File: src/rtl/xbus_uart_tx_pkg.sv
`default_nettype none
// ============================================================================
// Module      : xbus_uart_tx_pkg
// Description : Shared definitions for the xbus UART transmitter: register
//               offsets, STATUS bit positions, transmitter states and the
//               decoder chip-select slot the UART occupies.
// Revision    : 1.0 - initial release
// ============================================================================
package xbus_uart_tx_pkg;

    // Register offsets, decoded from xbus_addr[3:2]
    localparam logic [1:0] c_REG_TXDATA = 2'd0;
    localparam logic [1:0] c_REG_STATUS = 2'd1;
    localparam logic [1:0] c_REG_DIV    = 2'd2;
    localparam logic [1:0] c_REG_CTRL   = 2'd3;

    // STATUS register bit positions
    localparam int c_STAT_FULL  = 0;
    localparam int c_STAT_EMPTY = 1;
    localparam int c_STAT_BUSY  = 2;
    localparam int c_STAT_OVF   = 3;
    localparam int c_STAT_COUNT = 7;

    // Decoder chip-select slot for the UART (rom, ram, uart)
    localparam int c_UART_CS_SLOT = 2;

    // Transmitter frame states
    typedef enum logic [1:0] {
        ST_IDLE  = 2'd0,
        ST_START = 2'd1,
        ST_DATA  = 2'd2,
        ST_STOP  = 2'd3
    } tx_state_t;

    // Assemble the STATUS word from its fields
    function automatic logic [31:0] pack_status(
        input logic       full,
        input logic       empty,
        input logic       busy,
        input logic       ovf,
        input logic [7:0] count
    );
        return {17'h0, count, 3'h0, ovf, busy, empty, full};
    endfunction

endpackage
`default_nettype wire

File: src/rtl/xbus_uart_tx_sync_fifo.sv
`default_nettype none
// ============================================================================
// Module      : sync_fifo
// Description : Single-clock FIFO with occupancy count. A push and a pop in
//               the same cycle both take effect even when full; a push into
//               a full FIFO without a pop is dropped and flagged on o_drop.
// Revision    : 1.0 - initial release
// ============================================================================
module sync_fifo #(
    parameter int WIDTH = 8,
    parameter int DEPTH = 8
) (
    input  logic                       clk,
    input  logic                       rst,
    input  logic                       i_push,
    input  logic                       i_pop,
    input  logic [WIDTH-1:0]           i_wdata,
    output logic [WIDTH-1:0]           o_rdata,
    output logic                       o_full,
    output logic                       o_empty,
    output logic                       o_drop,
    output logic [$clog2(DEPTH):0]     o_count
);

    localparam int c_AW = $clog2(DEPTH);
    localparam int c_CW = c_AW + 1;

    logic [WIDTH-1:0] r_mem [DEPTH];
    logic [c_AW-1:0]  r_wr_ptr;
    logic [c_AW-1:0]  r_rd_ptr;
    logic [c_CW-1:0]  r_count;

    logic w_full;
    logic w_empty;
    logic w_do_push;
    logic w_do_pop;

    assign w_full    = (r_count == c_CW'(DEPTH));
    assign w_empty   = (r_count == '0);
    // A pop in the same cycle frees the slot a full-FIFO push needs
    assign w_do_pop  = i_pop && !w_empty;
    assign w_do_push = i_push && (!w_full || w_do_pop);

    assign o_rdata = r_mem[r_rd_ptr];
    assign o_full  = w_full;
    assign o_empty = w_empty;
    assign o_count = r_count;
    assign o_drop  = i_push && !w_do_push;

    // Storage array; contents are don't-care after reset
    always_ff @(posedge clk) begin
        if (w_do_push) begin
            r_mem[r_wr_ptr] <= i_wdata;
        end
    end

    // Pointers wrap naturally because DEPTH is a power of two
    always_ff @(posedge clk or posedge rst) begin
        if (rst) begin
            r_wr_ptr <= '0;
            r_rd_ptr <= '0;
            r_count  <= '0;
        end else begin
            if (w_do_push) begin
                r_wr_ptr <= r_wr_ptr + 1'b1;
            end
            if (w_do_pop) begin
                r_rd_ptr <= r_rd_ptr + 1'b1;
            end
            if (w_do_push && !w_do_pop) begin
                r_count <= r_count + 1'b1;
            end else if (w_do_pop && !w_do_push) begin
                r_count <= r_count - 1'b1;
            end
        end
    end

endmodule
`default_nettype wire

File: src/rtl/xbus_uart_tx.sv
`default_nettype none
// ============================================================================
// Module      : xbus_uart_tx
// Description : xbus responder UART transmitter. Bytes written to TXDATA are
//               queued in a FIFO and serialised as 8N1 on uart_tx with a bit
//               period of DIV+1 clocks. STATUS, DIV and CTRL are accessible
//               over the same zero-wait-state slave port.
// Revision    : 1.0 - initial release
// ============================================================================
module xbus_uart_tx
    import xbus_uart_tx_pkg::*;
#(
    parameter int          FIFO_DEPTH = 8,
    parameter logic [15:0] DIV_RSTVAL = 16'd867
) (
    input  logic        clk,
    input  logic        rst,
    input  logic        xbus_cs,
    input  logic        xbus_we,
    input  logic [3:0]  xbus_be,
    input  logic [31:0] xbus_addr,
    input  logic [31:0] xbus_wdata,
    output logic [31:0] xbus_rdata,
    output logic        uart_tx
);

    localparam int c_CW = $clog2(FIFO_DEPTH) + 1;

    // Bus decode
    logic [1:0] w_reg_sel;
    logic       w_wr;
    logic       w_rd;
    logic       w_push;
    logic       w_ovf_clr;

    // FIFO interface
    logic [7:0]      w_fifo_rdata;
    logic            w_full;
    logic            w_empty;
    logic            w_drop;
    logic [c_CW-1:0] w_count;

    // Software-visible registers
    logic        r_ovf;
    logic [15:0] r_div;
    logic        r_tx_en;

    // Transmitter state
    tx_state_t   r_state;
    tx_state_t   w_state_nxt;
    logic [7:0]  r_shift;
    logic [7:0]  w_shift_nxt;
    logic [2:0]  r_bit_cnt;
    logic [2:0]  w_bit_nxt;
    logic [15:0] r_baud_cnt;
    logic [15:0] w_baud_nxt;
    logic        r_tx;
    logic        w_tx_nxt;
    logic        w_pop;
    logic        w_baud_done;

    // Address and data bits the register map does not use
    logic w_unused;
    assign w_unused = ^{xbus_addr[31:4], xbus_addr[1:0], xbus_be[3:2], xbus_wdata[31:16]};

    assign w_reg_sel   = xbus_addr[3:2];
    assign w_wr        = xbus_cs && xbus_we;
    assign w_rd        = xbus_cs && !xbus_we;
    assign w_push      = w_wr && (w_reg_sel == c_REG_TXDATA) && xbus_be[0];
    assign w_ovf_clr   = w_wr && (w_reg_sel == c_REG_STATUS) && xbus_be[0]
                         && xbus_wdata[c_STAT_OVF];
    // DIV is compared live so a mid-bit write takes effect immediately
    assign w_baud_done = (r_baud_cnt == r_div);

    sync_fifo #(
        .WIDTH (8),
        .DEPTH (FIFO_DEPTH)
    ) u_fifo (
        .clk     (clk),
        .rst     (rst),
        .i_push  (w_push),
        .i_pop   (w_pop),
        .i_wdata (xbus_wdata[7:0]),
        .o_rdata (w_fifo_rdata),
        .o_full  (w_full),
        .o_empty (w_empty),
        .o_drop  (w_drop),
        .o_count (w_count)
    );

    // Software registers: sticky overflow, byte-writable divisor, enable
    always_ff @(posedge clk or posedge rst) begin
        if (rst) begin
            r_ovf   <= 1'b0;
            r_div   <= DIV_RSTVAL;
            r_tx_en <= 1'b0;
        end else begin
            if (w_drop) begin
                r_ovf <= 1'b1;
            end else if (w_ovf_clr) begin
                r_ovf <= 1'b0;
            end
            if (w_wr && (w_reg_sel == c_REG_DIV)) begin
                if (xbus_be[0]) r_div[7:0]  <= xbus_wdata[7:0];
                if (xbus_be[1]) r_div[15:8] <= xbus_wdata[15:8];
            end
            if (w_wr && (w_reg_sel == c_REG_CTRL) && xbus_be[0]) begin
                r_tx_en <= xbus_wdata[0];
            end
        end
    end

    // Transmitter state register; uart_tx is registered to stay glitch-free
    always_ff @(posedge clk or posedge rst) begin
        if (rst) begin
            r_state    <= ST_IDLE;
            r_shift    <= 8'h00;
            r_bit_cnt  <= 3'd0;
            r_baud_cnt <= 16'd0;
            r_tx       <= 1'b1;
        end else begin
            r_state    <= w_state_nxt;
            r_shift    <= w_shift_nxt;
            r_bit_cnt  <= w_bit_nxt;
            r_baud_cnt <= w_baud_nxt;
            r_tx       <= w_tx_nxt;
        end
    end

    // Frame sequencing, FIFO pop and next line level
    always_comb begin
        w_state_nxt = r_state;
        w_shift_nxt = r_shift;
        w_bit_nxt   = r_bit_cnt;
        w_baud_nxt  = r_baud_cnt + 16'd1;
        w_pop       = 1'b0;
        w_tx_nxt    = 1'b1;
        case (r_state)
            ST_IDLE: begin
                w_baud_nxt = 16'd0;
                if (r_tx_en && !w_empty) begin
                    w_pop       = 1'b1;
                    w_shift_nxt = w_fifo_rdata;
                    w_state_nxt = ST_START;
                end
            end
            ST_START: begin
                if (w_baud_done) begin
                    w_baud_nxt  = 16'd0;
                    w_bit_nxt   = 3'd0;
                    w_state_nxt = ST_DATA;
                end
            end
            ST_DATA: begin
                if (w_baud_done) begin
                    w_baud_nxt = 16'd0;
                    if (r_bit_cnt == 3'd7) begin
                        w_state_nxt = ST_STOP;
                    end else begin
                        w_shift_nxt = {1'b0, r_shift[7:1]};
                        w_bit_nxt   = r_bit_cnt + 3'd1;
                    end
                end
            end
            ST_STOP: begin
                if (w_baud_done) begin
                    w_baud_nxt  = 16'd0;
                    w_state_nxt = ST_IDLE;
                end
            end
            default: begin
                w_state_nxt = ST_IDLE;
            end
        endcase
        // The line level follows the state being entered
        case (w_state_nxt)
            ST_START: w_tx_nxt = 1'b0;
            ST_DATA:  w_tx_nxt = w_shift_nxt[0];
            default:  w_tx_nxt = 1'b1;
        endcase
    end

    assign uart_tx = r_tx;

    // Combinational read mux; zero unless a selected read is in progress
    always_comb begin
        xbus_rdata = 32'h0;
        if (w_rd) begin
            case (w_reg_sel)
                c_REG_STATUS: xbus_rdata = pack_status(w_full, w_empty, (r_state != ST_IDLE),
                                                       r_ovf, 8'(w_count));
                c_REG_DIV:    xbus_rdata = {16'h0, r_div};
                c_REG_CTRL:   xbus_rdata = {31'h0, r_tx_en};
                default:      xbus_rdata = 32'h0;
            endcase
        end
    end

endmodule
`default_nettype wire

File: config.mk
export PLATFORM = sky130hd
export DESIGN_NAME = xbus_uart_tx
export DESIGN_NICKNAME = d
export VERILOG_FILES = /design/src/rtl/xbus_uart_tx_pkg.sv /design/src/rtl/xbus_uart_tx_sync_fifo.sv /design/src/rtl/xbus_uart_tx.sv
export SDC_FILE = /design/constraint.sdc
export NUM_CORES = 1
export LEC_CHECK = 0
export CAP_MARGIN = 20
export CORE_ASPECT_RATIO = 0.8
export CORE_MARGIN = 10
export CORE_UTILIZATION = 50
export CTS_BUF_LIST = sky130_fd_sc_hd__clkbuf_4 sky130_fd_sc_hd__clkbuf_8
export DETAILED_ROUTE_END_ITERATION = 7
export GPL_TIMING_DRIVEN = 0
export PLACE_DENSITY = 0.77
export SYNTH_ARGS = -nofsm -noshare
export SYNTH_HDL_FRONTEND = slang
export SYNTH_SLANG_ARGS = --single-unit
export TNS_END_PERCENT = 20
File: constraint.sdc
create_clock -name clk -period 5.3 [get_ports clk]
set_input_delay 1.06 -clock clk [delete_from_list [all_inputs] [get_ports clk]]
set_output_delay 1.06 -clock clk [all_outputs]
set_load 0.01 [all_outputs]
# [Word level (Yosys, flattened, before mapping)]
# Memories as Yosys holds them, arrays and structs flattened.
# Index checks and enable logic that the tools add are counted.
[totals] n_memories=1 ramBits=64 register_bits=58 output_inout_bits=33 input_bits=72 elab_cells=97
[memory_table] name="u_fifo.r_mem" words=8 width=8 read_ports=1 rd_clocked_by_memory_dff=0 write_ports=1 line="xbus_uart_tx_sync_fifo.sv:28" text="logic [WIDTH-1:0] r_mem [DEPTH];"
[classes] n_reduce_logical=35 addsub=6 n_mux=27 eq_ne=15
[ops] operator="$pmux 16 s3" n=1
[ops] operator="$mux 16" n=2
[ops] operator="$pmux 16 s2" n=1
[ops] operator="$mux 8" n=3
[ops] operator="$add 16x1->16 const B" n=1
[ops] operator="$eq 16x16->1" n=1
[ops] operator="$logic_and 1x1->1" n=16
[ops] operator="$pmux 8 s2" n=1
[ops] operator="$eq 2x2->1 const B" n=5
[ops] operator="$mux 2" n=5
[ops] operator="$reduce_bool 2->1" n=5
[ops] operator="$add 3x1->3 const B" n=3
[ops] operator="$mux 3" n=3
[ops] operator="$mux 4" n=2
[ops] operator="$ne 2x2->1 const B" n=4
[ops] operator="$pmux 2 s4" n=1
[ops] operator="$reduce_and 4->1" n=2
[ops] operator="$eq 2x1->1 const B" n=3
[ops] operator="$mux 1" n=6
[ops] operator="$pmux 3 s2" n=1
[ops] operator="$logic_not 1->1" n=5
[ops] operator="$add 4x1->4 const B" n=1
[ops] operator="$eq 4x4->1 const B" n=1
[ops] operator="$logic_not 2->1" n=2
[ops] operator="other kinds (7)" n=8

# [Depth between registers and ports, before layout]
[logic_depth] ltp_word=12 mapped_depth=12 mapped_depth_nobuf=11

# [By module]
# From an unflattened synthesis, not the netlist that was laid out.
[unflattened] hier_cells=412 hier_area_um2=5749.3
[by_module_without_submodules] mod="sync_fifo" cells_per_inst=159 seq_area_each_um2=2172.1 area_each_um2=3065.4 instances=1
[by_module_without_submodules] mod="xbus_uart_tx" cells_per_inst=253 seq_area_each_um2=1209.9 area_each_um2=2683.8 instances=1

# [Least setup slack after synthesis]
# Ideal clock, no wire load.
[synth_path] path_type="input to register" from="input xbus_be[0]" to="register u_fifo.r_count[3] (netlist: u_fifo.o_count[3])" cell_stages=10 required_time_ns=5.175 arrival_time_ns=2.796 setup_ns=0.125 path_buffers=0 path_slack_ns=2.379 path_cell_list="nand3_1 nor4_4 ha_1 inv_1 ha_1 a21o_1 a21oi_1 xnor2_1 nor2_1 xor2_1"
[synth_via] elab_chain_cells=5 word_cells_on_any_way=7 classes_between="1 x mux; 6 x reduce/logical"
[synth_lines] item="start: declaration" line="xbus_uart_tx.sv:20" text="input logic [3:0] xbus_be,"
[synth_lines] item="$logic_and 1x1->1 (*)" line="xbus_uart_tx.sv:69" text="assign w_push = w_wr && (w_reg_sel == c_REG_TXDATA) && xbus_be[0];"
[synth_lines] item="$logic_and 1x1->1 (*)" line="xbus_uart_tx_sync_fifo.sv:42" text="assign w_do_push = i_push && (!w_full || w_do_pop);"
[synth_lines] item="via u_fifo.w_do_push" line="xbus_uart_tx_sync_fifo.sv:35" text="logic w_do_push;"
[synth_lines] item="$logic_not 1->1" line="xbus_uart_tx_sync_fifo.sv:72" text="end else if (w_do_pop && !w_do_push) begin"
[synth_lines] item="$logic_and 1x1->1" line="xbus_uart_tx_sync_fifo.sv:72"
[synth_lines] item="$reduce_bool 2->1 (no source line)"
[synth_lines] item="end signal: assignment" line="xbus_uart_tx_sync_fifo.sv:71" text="r_count <= r_count + 1'b1;"
[synth_lines] item="end signal: assignment" line="xbus_uart_tx_sync_fifo.sv:73" text="r_count <= r_count - 1'b1;"
[synth_lines] item="end: declaration" line="xbus_uart_tx_sync_fifo.sv:31" text="logic [c_CW-1:0] r_count;"
# Mark *: on every way through the listed nets, which the timed path passes. The rest lies on a longest branch.
# A chain may end at the register's enable or synchronous reset.

# [Worst setup path in the final report]
[layout_path] from="input xbus_addr[2]" to="output xbus_rdata[2]"
[layout_via] elab_chain_cells=3 word_cells_on_any_way=5 classes_between="3 x eq/ne; 2 x mux"
[layout_lines] item="start: declaration" line="xbus_uart_tx.sv:21" text="input logic [31:0] xbus_addr,"
[layout_lines] item="$eq 2x2->1 or $eq 2x1->1 (tied branches)" line="xbus_uart_tx.sv:189" text="case (w_reg_sel)"
[layout_lines] item="$pmux 16 s3 (*)" line="xbus_uart_tx.sv:189"
[layout_lines] item="$mux 16 (*)" line="xbus_uart_tx.sv:188" text="if (w_rd) begin"
[layout_lines] item="end: declaration" line="xbus_uart_tx.sv:23" text="output logic [31:0] xbus_rdata,"
# Every way passes the cells marked *; elsewhere a longest branch is shown, timed or not.

==> run_results.csv <==
group,metric,value,unit
logic_synthesis,synthesis.instances,419,
sta,fin_worst_hold_slack,0.5128,ns
logic_synthesis,syn_area_per_cell,13.62,um2
die,die-width,139.5,um
place,dp.final_hpwl,8495,um
clock_network,insertion_delay,0.43,ns
sta,maximum_achievable_frequency,231.8,MHz
sta,final_min_period_over_clock_period,81.39,%
detailed_routing,routed-via-count,3587,
worst_setup_path,cpMaxStageDelayCell,"sky130_fd_sc_hd__clkdlybuf4s50_1",
clock_network,cts_setup_buffers,0,
worst_setup_path,cpPeakStageDelay,0.61,ns
sta,drv_slew,0,
logic_synthesis,netlist_cell_types,53,
cells_and_area,share_of_cells_above_drive_strength_1,21.94,%
detailed_routing,first_pass_iters,5,
clock_network,clock_path_buffers,2,
cells_and_area,filler_cell_count,796,
hold_path,worst_hold_path_type,"reg -> reg",
sta,setup-violations-final,0,
clock_network,cts.reportedPaths.clkPinSlew,0.07,ns
clock_network,clock_sink_count,122,
global_route,first_global_vias,3624,
logic_synthesis,synth_ff_type,"sky130_fd_sc_hd__edfxtp_1",
global_route,overflow,0,
place,final_weighted_congestion_of_routability_driven_global_placement,0.8600,
detailed_routing,detailedRoute.firstIterationViolations,326,
detailed_routing,drc,0,
cells_and_area,final_core_density,62.09,%
die,initial_core_util,51.81,%
clock_network,root_buffer,"sky130_fd_sc_hd__clkbuf_8",
detailed_routing,wire_per_inst,18.44,um
worst_setup_path,cpMostUsedCell,"sky130_fd_sc_hd__clkdlybuf4s50_1",
sta,grt_setup_unrepaired,"false",
logic_synthesis,synth.cells.most_frequent,"sky130_fd_sc_hd__edfxtp_1, sky130_fd_sc_hd__dfrtp_1, sky130_fd_sc_hd__nor2_1",
sta,hold_violations,0,
worst_setup_path,worst-setup-path-type,"in -> out",
run,maxCapViolCount,0,
sta,worst_slew_margin_rel,41.15,%
status,status,"complete, no violations",
die,die_area,16120,um2
worst_setup_path,timing.critical_path.required,4.24,ns
sta,max_slew.worst_pin.slew,0.8795,ns
clock_network,numCtsBuffers,17,
die,pin_count,105,
pwr,static-leakage-power,2.602,nW
detailed_routing,routed_vias_inst,5.518,
worst_setup_path,critPathCaptureType,"primary output",
logic_synthesis,synth_sequential_area_ratio,59.25,%
detailed_routing,routed_wirelength,11980,um
logic_synthesis,yosysWarningCount,0,
detailed_routing,drt.antenna.violating_nets,0,
global_route,grt_use_total,15.13,%
cells_and_area,area_growth_syn_to_layout,19.86,%
worst_setup_path,critical_path_arrival,3.25,ns
global_route,grt_pass1_wl,19410,um
logic_synthesis,post_synth_instance_area,5708,um2
logic_synthesis,async_reset_ff_share,47.54,%
clock_network,cts.hold.buffers_added,0,
logic_synthesis,synth-edff-count,64,
sta,timing.clock.skew,0.01007,ns
cells_and_area,antennaDiodeCount,0,
sta,worst_slack,0.9865,ns
clock_network,cts_tree,"built",
logic_synthesis,ys_seq_elements,122,
global_route,pin_count_of_the_biggest_net_entering_global_routing,41,
clock_network,cts_resized,0,
cells_and_area,finalNetCount,575,
pwr,max-vdd-ir-drop,250.3,uV
worst_setup_path,critPathLaunchType,"input pin",
logic_synthesis,synth.top_cells.by_area,"sky130_fd_sc_hd__edfxtp_1, sky130_fd_sc_hd__dfrtp_1, sky130_fd_sc_hd__mux4_2, sky130_fd_sc_hd__xnor2_1, sky130_fd_sc_hd__mux2_2",
logic_synthesis,synth_top_cell_area_share,33.67,%
sta,totalNegativeSetupSlack,0,ns
sta,layout_min_cycle_time,4.314,ns
place,io_buffers,40,
worst_setup_path,worst-path-max-fanout,7,
die,die_h,115.6,um
place,pre_cts_ws,0.9928,ns
worst_setup_path,cp_cell_sequence,"clkdlybuf4s50_1 > nor2b_1 > o21ai_0 > a21oi_1 > clkdlybuf4s50_1",
die,rows,34,
pwr,power.density,440.3,nW/um2
logic_synthesis,synth.most_common_cell,"sky130_fd_sc_hd__edfxtp_1",
global_route,grt_antenna_before_repair,0,
clock_network,ctsHtreeMaxLevel,4,
die,coreArea,11020,um2
logic_synthesis,synth_top_area_cell,"sky130_fd_sc_hd__edfxtp_1",
==> metal layers <==
| layer | track usage, % | up-vias | wire [um] |
|---|---|---|---|
| met3 | 5.233 | 12 | 792 |
| li1 | - | 1667 | - |
| met2 | 21.90 | 124 | 5262 |
| met1 | 20.96 | 1784 | 5801 |
| met5 | 0 | - | 0 |
| met4 | 4.719 | 0 | 127 |
==> critical path: cells and delay by family <==
kind / cells / cell delay (ns)
AO/OA/AOI/OAI: 2 / 0.46
buffers and inverters: 2 / 1.18
AND/OR/NAND/NOR: 1 / 0.55
==> kinds of logic after synthesis <==
group	Yosys count	share of synthesized area, %
multiplexers	44	11.66
XOR/XNOR	39	6.116
AO/OA/AOI/OAI	45	5.722
buffers and inverters	39	4.647
adder cells (fa/ha/maj)	9	2.104
flip-flops	122	59.25
AND/OR/NAND/NOR	120	10.43
other	1	0.06570
==> final timing paths <==
path,startpoint,end,slack [ns],depth (start not counted)
setup / recovery,xbus_addr[2],xbus_rdata[2],0.99,5
hold / removal,r_ovf,r_ovf,0.51,2
setup reg to reg,u_fifo.o_count[0],u_fifo.o_count[3],2.20,11
max in group asynchronous,rst,r_div[5],3.72,3
min in group asynchronous,rst,r_baud_cnt[4],0.96,2
hold reg to reg,r_ovf,r_ovf,0.51,2
==> state kept, by name, summed over array words and instances (netlist names) <==
register         count
r_bit_cnt            3
r_state              2
u_fifo.r_wr_ptr      3
r_div               16
u_fifo.o_count       4
r_tx_en              1
r_ovf                1
u_fifo.r_rd_ptr      3
r_shift              8
r_baud_cnt          16
u_fifo.r_mem        64
uart_tx              1
==> cell type report <==
type | count | area, um2 | area share, %
Buffer | 34 | 246.5 | 3.603
Clock inverter | 13 | 225.2 | 3.292
Multi-Input combinational cell | 273 | 2127 | 31.09
Timing Repair Buffer | 41 | 420.4 | 6.145
Clock buffer | 18 | 241.5 | 3.530
Inverter | 5 | 18.77 | 0.2743
Sequential cell | 122 | 3382 | 49.43
Tap cell | 144 | 180.2 | 2.634
==> through the flow <==
stage,instance area [um2],cells,power (mW)
floorplan,5764,434,1.833
global route,6842,650,3.160
finish,6842,650,3.013
CTS,6842,650,3.022
global placement,6345,618,2.009
detailed placement,6375,619,2.055
==> placed cells by master (no fill, tap or decap), drive strengths merged, types with 8 or more instances in the layout <==
cell type / count
o21ai: 11
clkdlybuf4s50: 40
nand2: 25
xnor2: 29
and3: 11
ha: 8
conb: 16
mux2: 20
xor2: 10
dfrtp: 51
edfxtp: 64
mux4: 16
mux2i: 8
nor2: 45
clkbuf: 23
buf: 30
nand3: 9
==> power by group <==
part | switching (mW) | internal, mW | total (mW)
registers | 0.161 | 1.15 | 1.31
clock network | 0.364 | 0.607 | 0.971
logic | 0.353 | 0.381 | 0.734
Power figures use the tool's default switching activity.
